`config.mk`:
```
export PLATFORM = sky130hd
export DESIGN_NAME = gba_bus_arbiter
export DESIGN_NICKNAME = d
export VERILOG_FILES = /design/src/rtl/gba_bus_arbiter_pkg.sv /design/src/rtl/gba_bus_arbiter_prio_encoder.sv /design/src/rtl/gba_bus_arbiter.sv
export SDC_FILE = /design/constraint.sdc
export NUM_CORES = 1
export LEC_CHECK = 0
export CORE_AREA = 3 3 167 169
export DETAILED_ROUTE_END_ITERATION = 8
export DIE_AREA = 0 0 170 172
export PLACE_DENSITY = 0.53
export SYNTH_ARGS = -nofsm -noshare
export SYNTH_HDL_FRONTEND = slang
export SYNTH_SLANG_ARGS = --single-unit
```
`constraint.sdc`:
```
create_clock -name clock -period 2.3 [get_ports clock]
set_clock_uncertainty 0.2 [all_clocks]
set_input_delay 0.23 -clock clock [delete_from_list [all_inputs] [get_ports clock]]
set_output_delay 0.23 -clock clock [all_outputs]
set_load 0.05 [all_outputs]
```
`src/rtl/gba_bus_arbiter_pkg.sv`:
```
// Shared definitions for the GBA system bus: ownership states, access sizes, DMA count.
package gba_core_defines;

  typedef enum logic [1:0] {
    CPU_OWN   = 2'd0,
    HANDOFF_D = 2'd1,
    DMA_OWN   = 2'd2,
    HANDOFF_C = 2'd3
  } bus_owner_t;

  localparam logic [1:0] BUS_SIZE_BYTE = 2'd0;
  localparam logic [1:0] BUS_SIZE_HALF = 2'd1;
  localparam logic [1:0] BUS_SIZE_WORD = 2'd2;

  localparam int unsigned GBA_NUM_DMA = 4;

endpackage

```
`src/rtl/gba_bus_arbiter_prio_encoder.sv`:
```
// Lowest-index-wins priority encoder with a "something outranks the owner" test.
module gba_prio_encoder #(
  parameter int unsigned N  = 4,
  parameter int unsigned IW = (N > 1) ? $clog2(N) : 1
) (
  input  logic [N-1:0]  req,
  input  logic [IW-1:0] owner,
  output logic          valid,
  output logic [IW-1:0] index,
  output logic          higher
);

  always_comb begin
    valid  = |req;
    index  = '0;
    higher = 1'b0;
    // Scan downwards so the lowest requesting index is the last one written.
    for (int unsigned i = N; i > 0; i--) begin
      if (req[IW'(i - 1)]) index = IW'(i - 1);
    end
    for (int unsigned i = 0; i < N; i++) begin
      if (req[IW'(i)] && (IW'(i) < owner)) higher = 1'b1;
    end
  end

endmodule

```
`src/rtl/gba_bus_arbiter.sv`:
```
// System bus arbiter: CPU vs. fixed-priority DMA channels, with one-cycle handoffs.
module gba_bus_arbiter
  import gba_core_defines::*;
#(
  parameter int unsigned NUM_DMA = GBA_NUM_DMA,
  parameter int unsigned CNT_W   = 16
) (
  input  logic                      clock,
  input  logic                      reset,
  input  logic [31:0]               cpu_addr,
  input  logic [31:0]               cpu_wdata,
  input  logic [1:0]                cpu_size,
  input  logic                      cpu_write,
  input  logic                      cpu_preemptable,
  output logic                      cpu_pause,
  input  logic [NUM_DMA-1:0]        dma_req,
  input  logic [NUM_DMA-1:0]        dma_boundary,
  input  logic [NUM_DMA-1:0][31:0]  dma_addr,
  input  logic [NUM_DMA-1:0][31:0]  dma_wdata,
  input  logic [NUM_DMA-1:0][1:0]   dma_size,
  input  logic [NUM_DMA-1:0]        dma_write,
  output logic [NUM_DMA-1:0]        dma_gnt,
  output logic                      dma_active,
  output logic [31:0]               bus_addr,
  output logic [31:0]               bus_wdata,
  output logic [1:0]                bus_size,
  output logic                      bus_write,
  input  logic                      bus_pause,
  output logic [CNT_W-1:0]          owner_cycles
);

  localparam int unsigned IW = (NUM_DMA > 1) ? $clog2(NUM_DMA) : 1;

  bus_owner_t    state, state_nxt;
  logic [IW-1:0] owner, owner_nxt;
  logic [IW-1:0] win;
  logic          win_valid, higher, safe, cpu_hold;

  gba_prio_encoder #(.N(NUM_DMA), .IW(IW)) u_prio (
    .req    (dma_req),
    .owner  (owner),
    .valid  (win_valid),
    .index  (win),
    .higher (higher)
  );

  assign safe      = ~bus_pause;
  assign cpu_pause = bus_pause | cpu_hold;

  always_ff @(posedge clock) begin
    if (reset) begin
      state        <= CPU_OWN;
      owner        <= '0;
      owner_cycles <= '0;
    end else begin
      state <= state_nxt;
      owner <= owner_nxt;
      if (state_nxt != state)
        owner_cycles <= '0;
      else if (owner_cycles != '1)
        owner_cycles <= owner_cycles + CNT_W'(1);
    end
  end

  always_comb begin
    state_nxt  = state;
    owner_nxt  = owner;
    cpu_hold   = 1'b1;
    dma_gnt    = '0;
    dma_active = 1'b0;
    bus_addr   = cpu_addr;
    bus_wdata  = cpu_wdata;
    bus_size   = cpu_size;
    bus_write  = cpu_write;

    case (state)
      CPU_OWN: begin
        cpu_hold = 1'b0;
        if (win_valid && cpu_preemptable && safe) begin
          state_nxt = HANDOFF_D;
          owner_nxt = win;
        end
      end
      HANDOFF_D: begin
        bus_addr  = dma_addr[owner];
        bus_wdata = dma_wdata[owner];
        bus_size  = dma_size[owner];
        bus_write = 1'b0;
        state_nxt = DMA_OWN;
      end
      DMA_OWN: begin
        dma_gnt[owner] = 1'b1;
        dma_active     = 1'b1;
        bus_addr       = dma_addr[owner];
        bus_wdata      = dma_wdata[owner];
        bus_size       = dma_size[owner];
        bus_write      = dma_write[owner];
        // Owner dropping takes precedence; with req[owner] low, win_valid means another channel.
        if (!dma_req[owner] && safe) begin
          if (win_valid) begin
            state_nxt = HANDOFF_D;
            owner_nxt = win;
          end else begin
            state_nxt = HANDOFF_C;
          end
        end else if (higher && dma_boundary[owner] && safe) begin
          state_nxt = HANDOFF_D;
          owner_nxt = win;
        end
      end
      HANDOFF_C: begin
        bus_write = 1'b0;
        state_nxt = CPU_OWN;
      end
      default: state_nxt = CPU_OWN;
    endcase
  end

endmodule

```
== Word-level counts from Yosys, hierarchy flattened ==
Cells that the tools add are included.
Word-level totals
  latch bits: 0
  memories: 0
  bits in read-only memories: 0
  logic and storage cells: 77
  bits in registers: 20
  memory bits (writable): 0
Cells by class
  mux-type cells: 39
  div/mod/pow operators: 0
  shifts and indexed selects: 0
  add/subtract/negate cells: 1
  reductions and logical operators: 18
  multiply operators: 0
  eq/ne operators: 8
  $lt $le $gt $ge: 6
  bitwise logic cells: 2
Operators by type and width (number)
  $bmux W32 S2: 2
  $mux W32: 4
  $mux W2: 14
  $add A16 B1 Y16 const B: 1
  $ne A16 B16 Y1 const B: 1
  $logic_and A1 B1 Y1: 10
  $mux W1: 10
  $pmux W2 S4: 1
  $bmux W1 S2: 3
  $ne A3 B3 Y1 const B: 2
  $reduce_or A2 Y1: 3
  $bmux W2 S2: 1
  $eq A2 B2 Y1 const B: 2
  $lt A1 B2 Y1 const A: 2
  $lt A2 B2 Y1 const A: 2
  $mux W4: 1
  $pmux W2 S2: 1
  $reduce_and A4 Y1: 1
  $reduce_or A4 Y1: 1
  $lt A2 B3 Y1 const B: 1
  $demux W1 S2: 1
  $eq A2 B1 Y1 const B: 1
  $ge A2 B1 Y1 const B: 1
  $logic_not A2 Y1: 1
  7 further kinds: 7

== Depth between registers and ports, before layout ==
  depth in word-level cells: 13
  depth in mapped cells: 10
  gate-level depth less buffers: 7

== Hierarchy ==
Synthesis repeated with hierarchy kept, for this count alone.
Second synthesis, totals
  cell total of the unflattened synthesis: 328
  area total of the unflattened synthesis: 3812.4 um2
Modules (own cells, without submodules)
  gba_bus_arbiter: times used 1, cells an instance 318, sequential area each 400.4 um2, area each 3767.4 um2
  gba_prio_encoder: times used 1, cells an instance 10, sequential area each 0.0 um2, area each 45.0 um2

== Worst setup path before layout ==
Ideal clock, no wire load.
  path kind: register to output
  start point: register state[0]
  end point: output dma_gnt[0]
  path buffers: 1
  arrival: 2.431 ns
  slack: -0.561 ns
  data required time: 1.870 ns
  cell stages (with the launch flop): 5
  cell sequence: dfxtp_1 > inv_1 > ha_1 > clkbuf_1 > nor3b_1
On the way
  word-level cells in the longest chain between the ends: 2
Ends and longest elaborated chain
  from (decl): RTL line gba_bus_arbiter.sv:34  | bus_owner_t state, state_nxt;
  from (signal assigned): RTL line gba_bus_arbiter.sv:56  | state <= state_nxt;
  $eq A2 B2 Y1: RTL line gba_bus_arbiter.sv:76  | case (state)
  $mux W4: RTL line gba_bus_arbiter.sv:76
  to (decl): RTL line gba_bus_arbiter.sv:22  | output logic [NUM_DMA-1:0] dma_gnt,
No other way between the ends.

== Worst setup path after layout ==
  start point: register owner[0]
  end point: output bus_addr[19]
On the way
  word-level cells in the longest chain between the ends: 3
Ends and longest elaborated chain
  from (decl): RTL line gba_bus_arbiter.sv:35  | logic [IW-1:0] owner, owner_nxt;
  from (signal assigned): RTL line gba_bus_arbiter.sv:57  | owner <= owner_nxt;
  $bmux W32 S2: RTL line gba_bus_arbiter.sv:85, gba_bus_arbiter.sv:94
  $mux W32 (implied by the code): RTL line gba_bus_arbiter.sv:85, gba_bus_arbiter.sv:94
  $mux W32
  to (decl): RTL line gba_bus_arbiter.sv:24  | output logic [31:0] bus_addr,
No other way between the ends. The select of a mux whose other input is x is not followed.

==> results.ini <==
[logic_synthesis]
postSynthRegisterBits=20
ys.warnings.count=0
netlist_instances=319
synth_fp_nets=670
netlist_area_um2=3670
synth_edf_count=0
synth.yosys.seq_area_share=0.109
postSynth.topFlopCell=sky130_fd_sc_hd__dfxtp_1
synth_cell_types=49
syn_area_per_cell_um2=11.5
synthArstFlopShare=0

[sta]
final-setup-viol-count=51
maxClockFrequency_mhz=420
worst_pin_slew_ps=542
final_hold_viol_count=0
final_min_period_over_clock_period=1.03
timing.final.ws_setup_ps=-79.8
slew_headroom=0.638
timing.final.max_slew_violations=0
finalCriticalPeriod_ps=2380
grt_setup_unrepaired=yes

[detailed_routing]
route.antenna.remaining_nets=0
drt_drc_violations_left=0
vias_per_cell=4.36
drt_first_pass_iters=4
drt_iter0_markers=234
wl_mm=25.9
via_count=4885
wl_per_cell_um=23.1

[worst_setup_path]
crit_path_top_delay_cell=sky130_fd_sc_hd__mux4_2
endpoint_of_the_most_critical_setup_path=bus_addr[19]
worstReg2RegEnd=owner_cycles[6]
end_kind=primary output
critical_path_buf_inv_count=3
timing.critical_path.arrival_ps=1950
path_cells=buf_12 > buf_4 > mux4_2 > mux2_2 > buf_4
cp_max_fo=12
startpoint_type=flop
critPathKind=reg2out
reg2reg_setup_slack_ps=150
rr_startpoint=owner[1]
cp_delay_by_family_top=multiplexers
crit_top_cell=sky130_fd_sc_hd__buf_4
ff2ff_path_depth=8
crit_path_start=owner[0]
critical_path_cell_count=5
max_stage_delay_ps=510
critPathRequiredTime_ps=1870

[global_routing]
grt_overflow_total=0
grt_antenna_before_repair=14
first_global_vias=4946
groute.usage.overall=0.156
pin_count_of_the_biggest_net_entering_global_routing=29
grt_first_pass_wirelength_mm=33.5

[layout]
layout_cells_sized_above_1=0.360
nNetsFinal=1130
final_cell_area_um2=9090
layout_common_cells=359 x sky130_fd_sc_hd__clkdlybuf4s50_1, 67 x sky130_fd_sc_hd__mux4_2, 58 x sky130_fd_sc_hd__mux2_2, 58 x sky130_fd_sc_hd__buf_4, 46 x sky130_fd_sc_hd__buf_6
layout_commonest_cell=sky130_fd_sc_hd__clkdlybuf4s50_1
fin_cells=1121
areaGrowthSynthToFinish_pct=148
utilization=0.340

[cts]
worst_setup_hold_path_clk_slew_ps=60
count_of_h_tree_levels_built_during_cts=1
ctsHoldBuffers=0
cts-root-to-sink-buffers=2
insertion_delay_ps=250
cts-buffers-inserted=3
clock_tree_root=sky130_fd_sc_hd__clkbuf_16
numClockSinks=20
cts_tree=yes

[placement]
detailed_place_hpwl_mm=22.5
gp_routability_congestion=0.789
place_inst=1107
placement.setup.worst_slack_ps=-152
placement.cell_area_um2=8650
io_buffers=434

[job]
maxCapViolations=0

[floorplan]
die_area_um2=29200
rows=60
placeableCoreArea_um2=26700
floorplan.initialDensity=0.137
die_h_um=172
chip_width_um=170
num_io_pins=436

[power]
ir_worst_vdd_v=0.000510
power_density_nw_per_um2=784
static_leakage_nw=3.27

[run_status]
status=finished, violations left
violations=negative setup slack

[worst_hold_path]
worstHoldPathType=in2reg
whs_path_depth=3
hold_start=dma_req[2]

==> cell families (layout without fill, tap and decap cells) <==
kind of cell               after synthesis  count (layout)  share of synthesized area
and+or+nand+nor                         77              77                      0.111
buffers and inverters                   36             495                     0.0454
AOI/OAI and AO/OA                       36              36                     0.0744
xor gates and xnor gates                10              10                     0.0239
DFF                                     20              20                      0.109
adders and majority gates                4               4                     0.0136
other                                    0               2                          0
muxes                                  136             136                      0.622
==> cells in the mapped netlist, types with 2 or more instances <==
| library cell | count | area, µm² |
|---|---|---|
| sky130_fd_sc_hd__a21oi_1 | 6 | 30.0 |
| sky130_fd_sc_hd__and4_1 | 2 | 17.5 |
| sky130_fd_sc_hd__buf_2 | 10 | 50.1 |
| sky130_fd_sc_hd__buf_6 | 2 | 22.5 |
| sky130_fd_sc_hd__clkbuf_1 | 15 | 56.3 |
| sky130_fd_sc_hd__dfxtp_1 | 20 | 400 |
| sky130_fd_sc_hd__ha_1 | 4 | 50.1 |
| sky130_fd_sc_hd__inv_1 | 7 | 26.3 |
| sky130_fd_sc_hd__mux2_2 | 66 | 743 |
| sky130_fd_sc_hd__mux2i_1 | 3 | 30.0 |
| sky130_fd_sc_hd__mux4_2 | 67 | 1510 |
| sky130_fd_sc_hd__nand2_1 | 14 | 52.6 |
| sky130_fd_sc_hd__nand2b_1 | 2 | 12.5 |
| sky130_fd_sc_hd__nand3_1 | 7 | 35.0 |
| sky130_fd_sc_hd__nand4_1 | 5 | 31.3 |
| sky130_fd_sc_hd__nor2_1 | 15 | 56.3 |
| sky130_fd_sc_hd__nor3_1 | 17 | 85.1 |
| sky130_fd_sc_hd__nor4_1 | 4 | 25.0 |
| sky130_fd_sc_hd__nor4_2 | 2 | 25.0 |
| sky130_fd_sc_hd__o2111ai_1 | 4 | 35.0 |
| sky130_fd_sc_hd__o211ai_1 | 5 | 37.5 |
| sky130_fd_sc_hd__o21ai_0 | 7 | 35.0 |
| sky130_fd_sc_hd__xnor2_1 | 3 | 26.3 |
| sky130_fd_sc_hd__xor2_1 | 7 | 61.3 |
==> timing repair <==
item	in CTS	in global routing
setup endpoints to repair	66	68
gates cloned	0	1
gates resized for setup	44	25
buffers inserted	4	3
==> tightest hold or removal path, delay by kind of cell <==
| kind | cells | cell delay (ps) |
|---|---|---|
| AOI/OAI and AO/OA | 2 | 280 |
| buffers and inverters | 1 | 190 |
==> layout make-up <==
cell class | instances | area, µm²
fill | 2756 | 17600
timing repair buffer | 484 | 4940
multi-input combinational | 263 | 3170
tap | 341 | 427
sequential | 20 | 414
clock buffer | 4 | 100
inverter | 7 | 26.3
antenna | 2 | 5.00
==> stage by stage <==
stage          total power [W]  TNS (ps)  hold slack [ps]
4_1_cts                0.00704     -2710              358
6_report               0.00712     -1730              286
3_3_place_gp           0.00630     -1380              335
5_1_grt                0.00746     -5720              304
2_1_floorplan          0.00416     -3.00             99.1
3_5_place_dp           0.00630     -1770              340
==> worst min-delay path by stage <==
stage / to / slack, ps
after floorplan: owner[0] / 100
after global placement: owner_cycles[1] / 330
after detailed placement: owner_cycles[6] / 340
after CTS: owner_cycles[6] / 360
after global routing: owner[0] / 300
final: owner[1] / 290
==> power breakdown <==
group	internal (W)	switching, W	total (W)
logic	0.00291	0.00334	0.00625
registers	0.000395	0.0000403	0.000435
clock network	0.000301	0.000136	0.000438
total	0.00361	0.00351	0.00712
==> metal layers <==
| layer | share of wire | vias to the layer above | GRT usage |
|---|---|---|---|
| met1 | 0.44 | 2312 | 0.220 |
| met2 | 0.44 | 289 | 0.239 |
| li1 | - | 2252 | - |
| met4 | 0.0088 | 10 | 0.0176 |
| met3 | 0.10 | 22 | 0.0537 |
| met5 | 0.0026 | - | 0 |
==> sequential cells by signal, indices dropped and copies added (netlist names) <==
signal	count
state	2
owner	2
owner_cycles	16
Power figures use the tool's default switching activity.
